<file path="src/rtl/sumador_pkg.sv">
// Shared types and helpers for the multi-cycle chunked adder (sumador_secuencial).
package sumador_pkg;

    typedef enum logic [1:0] {IDLE, RUN, DONE} sumador_estado_t;

    // Chunk counter width: max(1, $clog2(k)) so a single-chunk build still has a 1-bit counter.
    function automatic int ancho_contador(input int k);
        return (k > 1) ? $clog2(k) : 1;
    endfunction

endpackage

</file>
<file path="src/rtl/sumador_bloque_cla.sv">
// Combinational W-bit carry-lookahead adder; also exposes the carry into its MSB for overflow detection.
module sumador_bloque_cla #(
    parameter int W = 8
) (
    input  logic [W-1:0] a,
    input  logic [W-1:0] b,
    input  logic         cin,
    output logic [W-1:0] suma,
    output logic         cout,
    output logic         c_msb
);

    logic [W-1:0] g;
    logic [W-1:0] p;
    logic [W:0]   c;

    assign g = a & b;
    assign p = a ^ b;

    // Each carry is a flat OR of generate terms gated by the propagate product above them.
    always_comb begin : lookahead
        logic prop;
        // NOTE: every variable written here gets a value first, so no path leaves a latch behind.
        c    = '0;
        prop = 1'b0;
        c[0] = cin;
        for (int i = 0; i < W; i++) begin
            c[i+1] = g[i];
            prop   = p[i];
            for (int j = i - 1; j >= 0; j--) begin
                c[i+1] = c[i+1] | (prop & g[j]);
                prop   = prop & p[j];
            end
            c[i+1] = c[i+1] | (prop & cin);
        end
    end

    assign suma  = p ^ c[W-1:0];
    assign cout  = c[W];
    assign c_msb = c[W-1];

endmodule

</file>
<file path="src/rtl/sumador_secuencial.sv">
// Multi-cycle N-bit adder, CHUNK bits per cycle with a registered carry; valid/ready on both sides.
// Define SUMADOR_RESTA_EN to add the `resta` port (A - B - carry_in).
module sumador_secuencial
    import sumador_pkg::*;
#(
    parameter int N     = 32,
    parameter int CHUNK = 8
) (
    input  logic         clk,
    input  logic         rst_n,
    input  logic         in_valid,
    output logic         in_ready,
    input  logic [N-1:0] operando1,
    input  logic [N-1:0] operando2,
    input  logic         carry_in,
`ifdef SUMADOR_RESTA_EN
    input  logic         resta,
`endif
    output logic         out_valid,
    input  logic         out_ready,
    output logic [N-1:0] resultado,
    output logic         carry_out,
    output logic         overflow,
    output logic         cero
);

    localparam int K  = N / CHUNK;
    localparam int CW = ancho_contador(K);

    if (N % CHUNK != 0) begin : g_chk_chunk
        $error("sumador_secuencial: N must be a multiple of CHUNK");
    end

    sumador_estado_t estado, estado_sig;
    logic [CW-1:0]   cnt;
    logic            carry_r;
    logic [N-1:0]    a_r, b_r;
    logic [CHUNK-1:0] chunk_a, chunk_b, chunk_s;
    logic            chunk_cout, chunk_cmsb;
    logic            acepta, entrega, ultimo, resta_op;

`ifdef SUMADOR_RESTA_EN
    assign resta_op = resta;
`else
    assign resta_op = 1'b0;
`endif

    assign acepta  = (estado == IDLE) && in_valid;
    assign entrega = (estado == DONE) && out_ready;
    assign ultimo  = (cnt == CW'(K - 1));

    // NOTE: sequential state uses non-blocking assignments so every flop samples pre-edge values.
    always_ff @(posedge clk or negedge rst_n) begin
        if (!rst_n) estado <= IDLE;
        else        estado <= estado_sig;
    end

    always_comb begin
        estado_sig = estado;
        unique case (estado)
            IDLE:    if (in_valid)  estado_sig = RUN;
            RUN:     if (ultimo)    estado_sig = DONE;
            DONE:    if (out_ready) estado_sig = IDLE;
            default:                estado_sig = IDLE;
        endcase
    end

    always_comb begin
        in_ready  = (estado == IDLE);
        out_valid = (estado == DONE);
        cero      = (estado == DONE) && (resultado == '0);
    end

    // NOTE: operand registers hold pure data and are always loaded before use, so they carry no reset.
    always_ff @(posedge clk) begin
        if (acepta) begin
            a_r <= operando1;
            b_r <= operando2 ^ {N{resta_op}};
        end
    end

    always_comb begin
        chunk_a = '0;
        chunk_b = '0;
        for (int i = 0; i < K; i++) begin
            if (cnt == CW'(i)) begin
                chunk_a = a_r[i*CHUNK +: CHUNK];
                chunk_b = b_r[i*CHUNK +: CHUNK];
            end
        end
    end

    sumador_bloque_cla #(.W(CHUNK)) u_cla (
        .a     (chunk_a),
        .b     (chunk_b),
        .cin   (carry_r),
        .suma  (chunk_s),
        .cout  (chunk_cout),
        .c_msb (chunk_cmsb)
    );

    always_ff @(posedge clk or negedge rst_n) begin
        if (!rst_n) begin
            cnt       <= '0;
            carry_r   <= 1'b0;
            resultado <= '0;
            carry_out <= 1'b0;
            overflow  <= 1'b0;
        end else if (acepta) begin
            cnt     <= '0;
            carry_r <= carry_in ^ resta_op;
        end else if (estado == RUN) begin
            for (int i = 0; i < K; i++) begin
                if (cnt == CW'(i)) resultado[i*CHUNK +: CHUNK] <= chunk_s;
            end
            carry_r <= chunk_cout;
            cnt     <= cnt + 1'b1;
            // Flags are captured only on the last chunk, i.e. on DONE entry.
            if (ultimo) begin
                carry_out <= chunk_cout;
                overflow  <= chunk_cmsb ^ chunk_cout;
            end
        end else if (entrega) begin
            carry_out <= 1'b0;
            overflow  <= 1'b0;
        end
    end

endmodule

</file>
<file path="config.mk">
export PLATFORM = sky130hd
export DESIGN_NAME = sumador_secuencial
export DESIGN_NICKNAME = d
export VERILOG_FILES = /design/src/rtl/sumador_pkg.sv /design/src/rtl/sumador_bloque_cla.sv /design/src/rtl/sumador_secuencial.sv
export SDC_FILE = /design/constraint.sdc
export NUM_CORES = 1
export LEC_CHECK = 0
export CORE_AREA = 5 5 111 113
export CTS_BUF_LIST = sky130_fd_sc_hd__clkbuf_4 sky130_fd_sc_hd__clkbuf_8 sky130_fd_sc_hd__clkbuf_16
export CTS_CLUSTER_SIZE = 14
export DETAILED_ROUTE_END_ITERATION = 10
export DIE_AREA = 0 0 116 118
export GPL_ROUTABILITY_DRIVEN = 0
export GPL_TIMING_DRIVEN = 0
export PLACE_DENSITY = 0.71
export RECOVER_POWER = 25
export REMOVE_ABC_BUFFERS = 1
export SLEW_MARGIN = 20
export SYNTH_ARGS = -nofsm -noshare
export SYNTH_HDL_FRONTEND = slang
export SYNTH_HIERARCHICAL = 1
export SYNTH_SLANG_ARGS = --single-unit
</file>
<file path="constraint.sdc">
create_clock -name clk -period 2.95 [get_ports clk]
set_input_delay 0.4425 -clock clk [delete_from_list [all_inputs] [get_ports clk]]
set_output_delay 0.4425 -clock clk [all_outputs]
set_load 0.05 [all_outputs]
</file>
==> results.yml, run 1 <==
outcome:
  status: "complete, but fails checks"
  failed_checks: "negative setup slack"
layout:
  finalNetCount: 540
  antenna_cells: 0
  layout-drive-gt1-share_pct: 33.8
  layoutNonFillerInstCount: 605
  finalInstanceArea_um2: 6820
  area_growth_pct: 47.5
yosys:
  syn_area_per_cell_um2: 14.9
  yosysSeqAreaShare_pct: 62.7
  ys_ff_latch: 103
  synth_edf_count: 64
  synthDistinctLibCells: 52
  synthCells: 311
  ys.flop_type: "edfxtp_1"
  ys_warn_count: 6
  async_reset_ff_share_pct: 37.9
  syn_area_um2: 4620
clock_tree:
  cts_buffer_depth: 2
  clk_pin_slew_worst_paths_ns: 0.07
  cts_buffers: 9
  h-tree-depth: 3
  cts_tree: "yes"
  clkSinkCount: 103
  clockRootBuffer: "clkbuf_16"
  clock_latency_ns: 0.34
floorplan:
  die_h_um: 118
  die_w_um: 116
  core-area_um2: 11200
  num_rows: 39
  initial_core_util_pct: 41.2
  ios: 106
  dieArea_um2: 13700
global_routing:
  grtUsageTotal_pct: 16.0
  grt_start_max_net_pins: 63
  grt_pass1_wl_mm: 17.0
  grt_pass1_vias: 3357
  use_met2_pct: 26.8
  busiest_layer: "met2"
  antenna_found_initial: 0
  grt_util_met3_pct: 4.83
  overflow: 0
  use_met1_pct: 20.1
routing:
  routed_wl_mm: 10.9
  num_vias: 3132
  drc: 0
  post_drt_wl_per_cell_um: 18.0
  drt_iter0_markers: 92
  dr.pass1.iters: 4
  viasPerCell: 5.18
  drtAntennaViolNets: 0
placed_design:
  place.port_buffers: 105
  dp_slack_ns: -0.627
  place_area_um2: 5820
  dp.cells: 549
  post-dp-hpwl_mm: 7.13
timing:
  hold_viol_final: 0
  setup_violations: 10
  rsz0062_at_grt: "yes"
  period_share_pct: 103
  drv_slew: 0
  finalCriticalPeriod_ns: 3.03
  max-slew-margin-rel_pct: 61.0
  setup_tns_ns: -0.488
  fmax_ghz: 0.330
  finalWorstSetupSlack_ns: -0.0824
  worst-slew-pin-transition_ns: 0.583
  finClkSkew_ns: 0.00450
critical_path:
  crit_arrival_ns: 3.24
  criticalPathCategory: "reg -> reg"
  cp-end-kind: "flop"
  cp-start-kind: "flop"
  path_max_fanout: 6
  cp.required_ns: 3.16
min_path:
  hp-class: "in -> async"
flow_run:
  maxCapViolCount: 0
## final timing paths
| check | start | to | slack (ns) | cells after the start |
|---|---|---|---|---|
| max | cnt[0] | overflow | -0.08 | 16 |
| min | rst_n | resultado[10] | 0.53 | 2 |
| max reg2reg | cnt[0] | overflow | -0.08 | 16 |
| min reg2reg | resultado[7] | resultado[7] | 0.53 | 1 |
| max in group asynchronous | rst_n | cnt[1] | 1.97 | 3 |
| min in group clk | resultado[7] | resultado[7] | 0.53 | 1 |
## layout make-up
cell class                      instances  area (µm²)
Clock buffer                           11         240
Clock inverter                          5        48.8
Fill cell                             880        4410
Inverter                                9        38.8
Multi-Input combinational cell        186        1920
Sequential cell                       103        2900
Tap cell                              143         179
Timing Repair Buffer                  148        1500
## cells in the final DEF, fill, tap and decap left out, drive strengths merged, types with 5 or more instances in the layout
cell	count
nor2b	17
a21o	5
a221oi	15
clkdlybuf4s50	48
a21oi	8
mux2	32
nor2	8
dlygate4sd3	56
buf	43
ha	13
dfrtp	39
o31ai	15
nand2	27
o21ai	7
inv	9
edfxtp	64
nor4	8
clkbuf	11
## cells in the mapped netlist, drive strengths merged, types with 5 or more instances
cell / count / area (µm²)
ha: 13 / 163
buf: 10 / 93.8
edfxtp: 64 / 1920
mux2: 32 / 364
o21ai: 7 / 35.0
a21o: 5 / 38.8
o31ai: 15 / 163
inv: 9 / 33.8
a21oi: 8 / 43.8
nor2: 8 / 30.0
nor2b: 17 / 116
nand2: 27 / 124
a221oi: 15 / 194
nor4: 8 / 56.3
dfrtp: 39 / 976
## sequential cells by signal, indices dropped and copies added, names as in the netlist
| signal | cells |
|---|---|
| b_r | 32 |
| a_r | 32 |
| carry_r | 1 |
| resultado | 32 |
| overflow | 1 |
| cnt | 2 |
| estado | 2 |
| carry_out | 1 |
## stage by stage
stage | hold slack, ns | utilization [%]
after floorplan | 0.147 | -
after global placement | 0.512 | 51.2
after detailed placement | 0.348 | 51.9
after CTS | 0.519 | 57.6
after global routing | 0.551 | 60.7
final | 0.525 | 60.7
## critical path, stage by stage (launching register included)
cell and delay, ns:
dfrtp_2 0.45, inv_4 0.10, ha_4 0.13, nor2b_4 0.20, buf_12 0.15, buf_6 0.09
buf_4 0.10, a221oi_2 0.05, o31ai_2 0.26, ha_4 0.27, a21oi_2 0.16, o211ai_2 0.10
or2_4 0.27, a21o_1 0.23, xor2_1 0.15, o21ai_1 0.11, a21oi_1 0.06
## kinds of logic (layout without fill, tap and decap cells)
| family | Yosys count | in the layout | synth area share (%) |
|---|---|---|---|
| muxes | 33 | 33 | 8.09 |
| and+or+nand+nor | 75 | 75 | 9.20 |
| buffers and inverters | 22 | 173 | 3.00 |
| DFF | 103 | 103 | 62.7 |
| xor gates and xnor gates | 6 | 6 | 1.14 |
| AOI/OAI and AO/OA | 58 | 58 | 11.9 |
| adders and majority gates | 14 | 14 | 3.95 |
## per-layer routing
| metal | vias to the layer above | routed length (µm) |
|---|---|---|
| li1 | 1474 | - |
| met1 | 1550 | 4570 |
| met2 | 95 | 5600 |
| met3 | 13 | 578 |
| met4 | 0 | 173 |
| met5 | - | 0 |
## repair_timing
item | 4_1_cts | 5_1_grt
hold buffers | 1 | 0
cloned | 1 | 0
pin swaps | 16 | 25
hold endpoints to repair | 11 | 0
buffers inserted | 26 | 12
gates resized for setup | 18 | 48
setup endpoints to repair | 35 | 25
Power of run 1 is not shown: default switching activity piles up to over one toggle a cycle in this logic, so the estimate is an artifact.
==> inputs of run 2 (changes only) <==
--- a/config.mk
+++ b/config.mk
@@ -15,7 +15,7 @@
 export PLACE_DENSITY = 0.71
 export RECOVER_POWER = 25
 export REMOVE_ABC_BUFFERS = 1
-export SLEW_MARGIN = 20
+export SLEW_MARGIN = 30
 export SYNTH_ARGS = -nofsm -noshare
 export SYNTH_HDL_FRONTEND = slang
 export SYNTH_HIERARCHICAL = 1
==> results.yml, run 2 (same netlist as run 1, synthesis figures left out) <==
outcome:
  status: "complete, no violations"
layout:
  finalInstanceArea_um2: 6590
  multi_input_area_um2: 1850
  finalNetCount: 526
  n_fill_cell: 894
  top_regs: "a_r (32), b_r (32), resultado (32)"
  final_cell_mix: "edfxtp_1, dlygate4sd3_1, clkdlybuf4s50_1"
  area_growth_pct: 42.6
  final_common_cell: "edfxtp_1"
  seqCellArea_um2: 2900
  layout-drive-gt1-share_pct: 29.9
  antenna_cells: 0
critical_path:
  r2r_slack_ns: 0.04
  cp.required_ns: 3.16
  path_max_fanout: 7
  cp-end-kind: "flop"
  cp-start-kind: "flop"
  crit_arrival_ns: 3.12
  criticalPathCategory: "reg -> reg"
routing:
  drt_iter0_markers: 123
  met3_length_um: 523
  viasPerCell: 5.17
  drc: 0
  routed_wl_mm: 10.6
  routed-wl-met2_mm: 5.27
  dr.pass1.iters: 4
  wl_met1_mm: 4.67
  drtAntennaViolNets: 0
  highest_layer: "met4"
  num_vias: 3055
  post_drt_wl_per_cell_um: 17.9
global_routing:
  grt_start_max_net_pins: 56
  grt_pass1_wl_mm: 16.4
  grt_pass1_vias: 3210
  grtUsageTotal_pct: 15.4
  antenna_found_initial: 0
  overflow: 0
floorplan:
  core-area_um2: 11200
  num_rows: 39
  die_h_um: 118
  dieArea_um2: 13700
  ios: 106
  die_w_um: 116
  initial_core_util_pct: 41.2
placed_design:
  post-dp-hpwl_mm: 7.15
  place.port_buffers: 105
  place_area_um2: 5820
clock_tree:
  cts_buffers: 9
  clkSinkCount: 103
  h-tree-depth: 3
  cts_buffer_depth: 2
  clk_pin_slew_worst_paths_ns: 0.07
  clockRootBuffer: "clkbuf_16"
  clock_latency_ns: 0.34
  cts_tree: "yes"
timing:
  finClkSkew_ns: 0.00672
  hold_viol_final: 0
  fmax_ghz: 0.344
  setup_violations: 0
  period_share_pct: 98.6
  rsz0062_at_grt: "yes"
  max-slew-margin-rel_pct: 63.9
  worst-slew-pin-transition_ns: 0.540
  finalCriticalPeriod_ns: 2.91
  drv_slew: 0
flow_run:
  maxCapViolCount: 0
min_path:
  hp-class: "in -> async"
[run 2: cell count changes in the layout (fill, tap and decap cells not counted), moves of 2 or more]
cell	delta
nor2_4	-2
nor2_1	+3
buf_6	-3
mux2_4	-3
clkdlybuf4s50_1	-2
dlygate4sd3_1	+2
nand2_1	+2
buf_4	-10
nand2_4	-2
mux2_2	+3
[run 2: per-stage QoR]
step | utilization [%] | setup TNS [ns] | instances | setup WS (ns) | hold slack [ns]
final | 58.8 | 0 | 591 | 0.0421 | 0.523
after global placement | 51.2 | -53.66 | 546 | -1.01 | 0.512
after detailed placement | 51.9 | -13.55 | 549 | -0.604 | 0.346
after global routing | 58.8 | -0.809 | 591 | -0.0907 | 0.555
after CTS | 56.6 | 0 | 583 | 0.00150 | 0.522
after floorplan | - | -18.88 | 298 | -0.304 | 0.147
[run 2: final cells by class]
type                       instances  area share, %
tap                              143           2.71
inverter                           9          0.550
clock buffer                      11           3.64
timing repair buffer             133           20.3
sequential                       103           44.0
clock inverter                     5          0.740
multi-input combinational        187           28.1
[run 2: what timing repair did]
item | CTS | global route
gates resized for setup | 15 | 30
endpoints found under the hold margin | 11 | 0
setup endpoints to repair | 35 | 24
hold buffers | 1 | 0
pin swaps | 10 | 14
setup buffers | 16 | 8
cloned | 1 | 0
[run 2: worst max-delay path: stages (launching register included)]
cell	delay, ns
dfrtp_1	0.43
inv_2	0.13
ha_4	0.17
nor2b_4	0.16
buf_12	0.15
a221oi_4	0.08
o31ai_4	0.27
ha_4	0.27
a211oi_4	0.28
nor3_2	0.07
or2_4	0.27
a21o_1	0.20
xor2_1	0.14
o21ai_1	0.11
a21oi_1	0.06
[run 2: path summary, 6_finish.rpt]
check                              from       endpoint  depth (start not counted)
min in group clk           resultado[7]   resultado[7]                          1
max in group asynchronous         rst_n         cnt[0]                          3
min reg2reg                resultado[7]   resultado[7]                          1
max                              cnt[1]       overflow                         14
min                               rst_n  resultado[10]                          2
max reg2reg                      cnt[1]       overflow                         14
[run 2: layer usage]
metal / track usage (%) / vias to the layer above
li1: - / 1438
met1: 20.0 / 1524
met2: 25.6 / 83
met3: 3.08 / 10
met4: 4.79 / 0
met5: 0 / -
Power of run 2 is left out for the same reason.
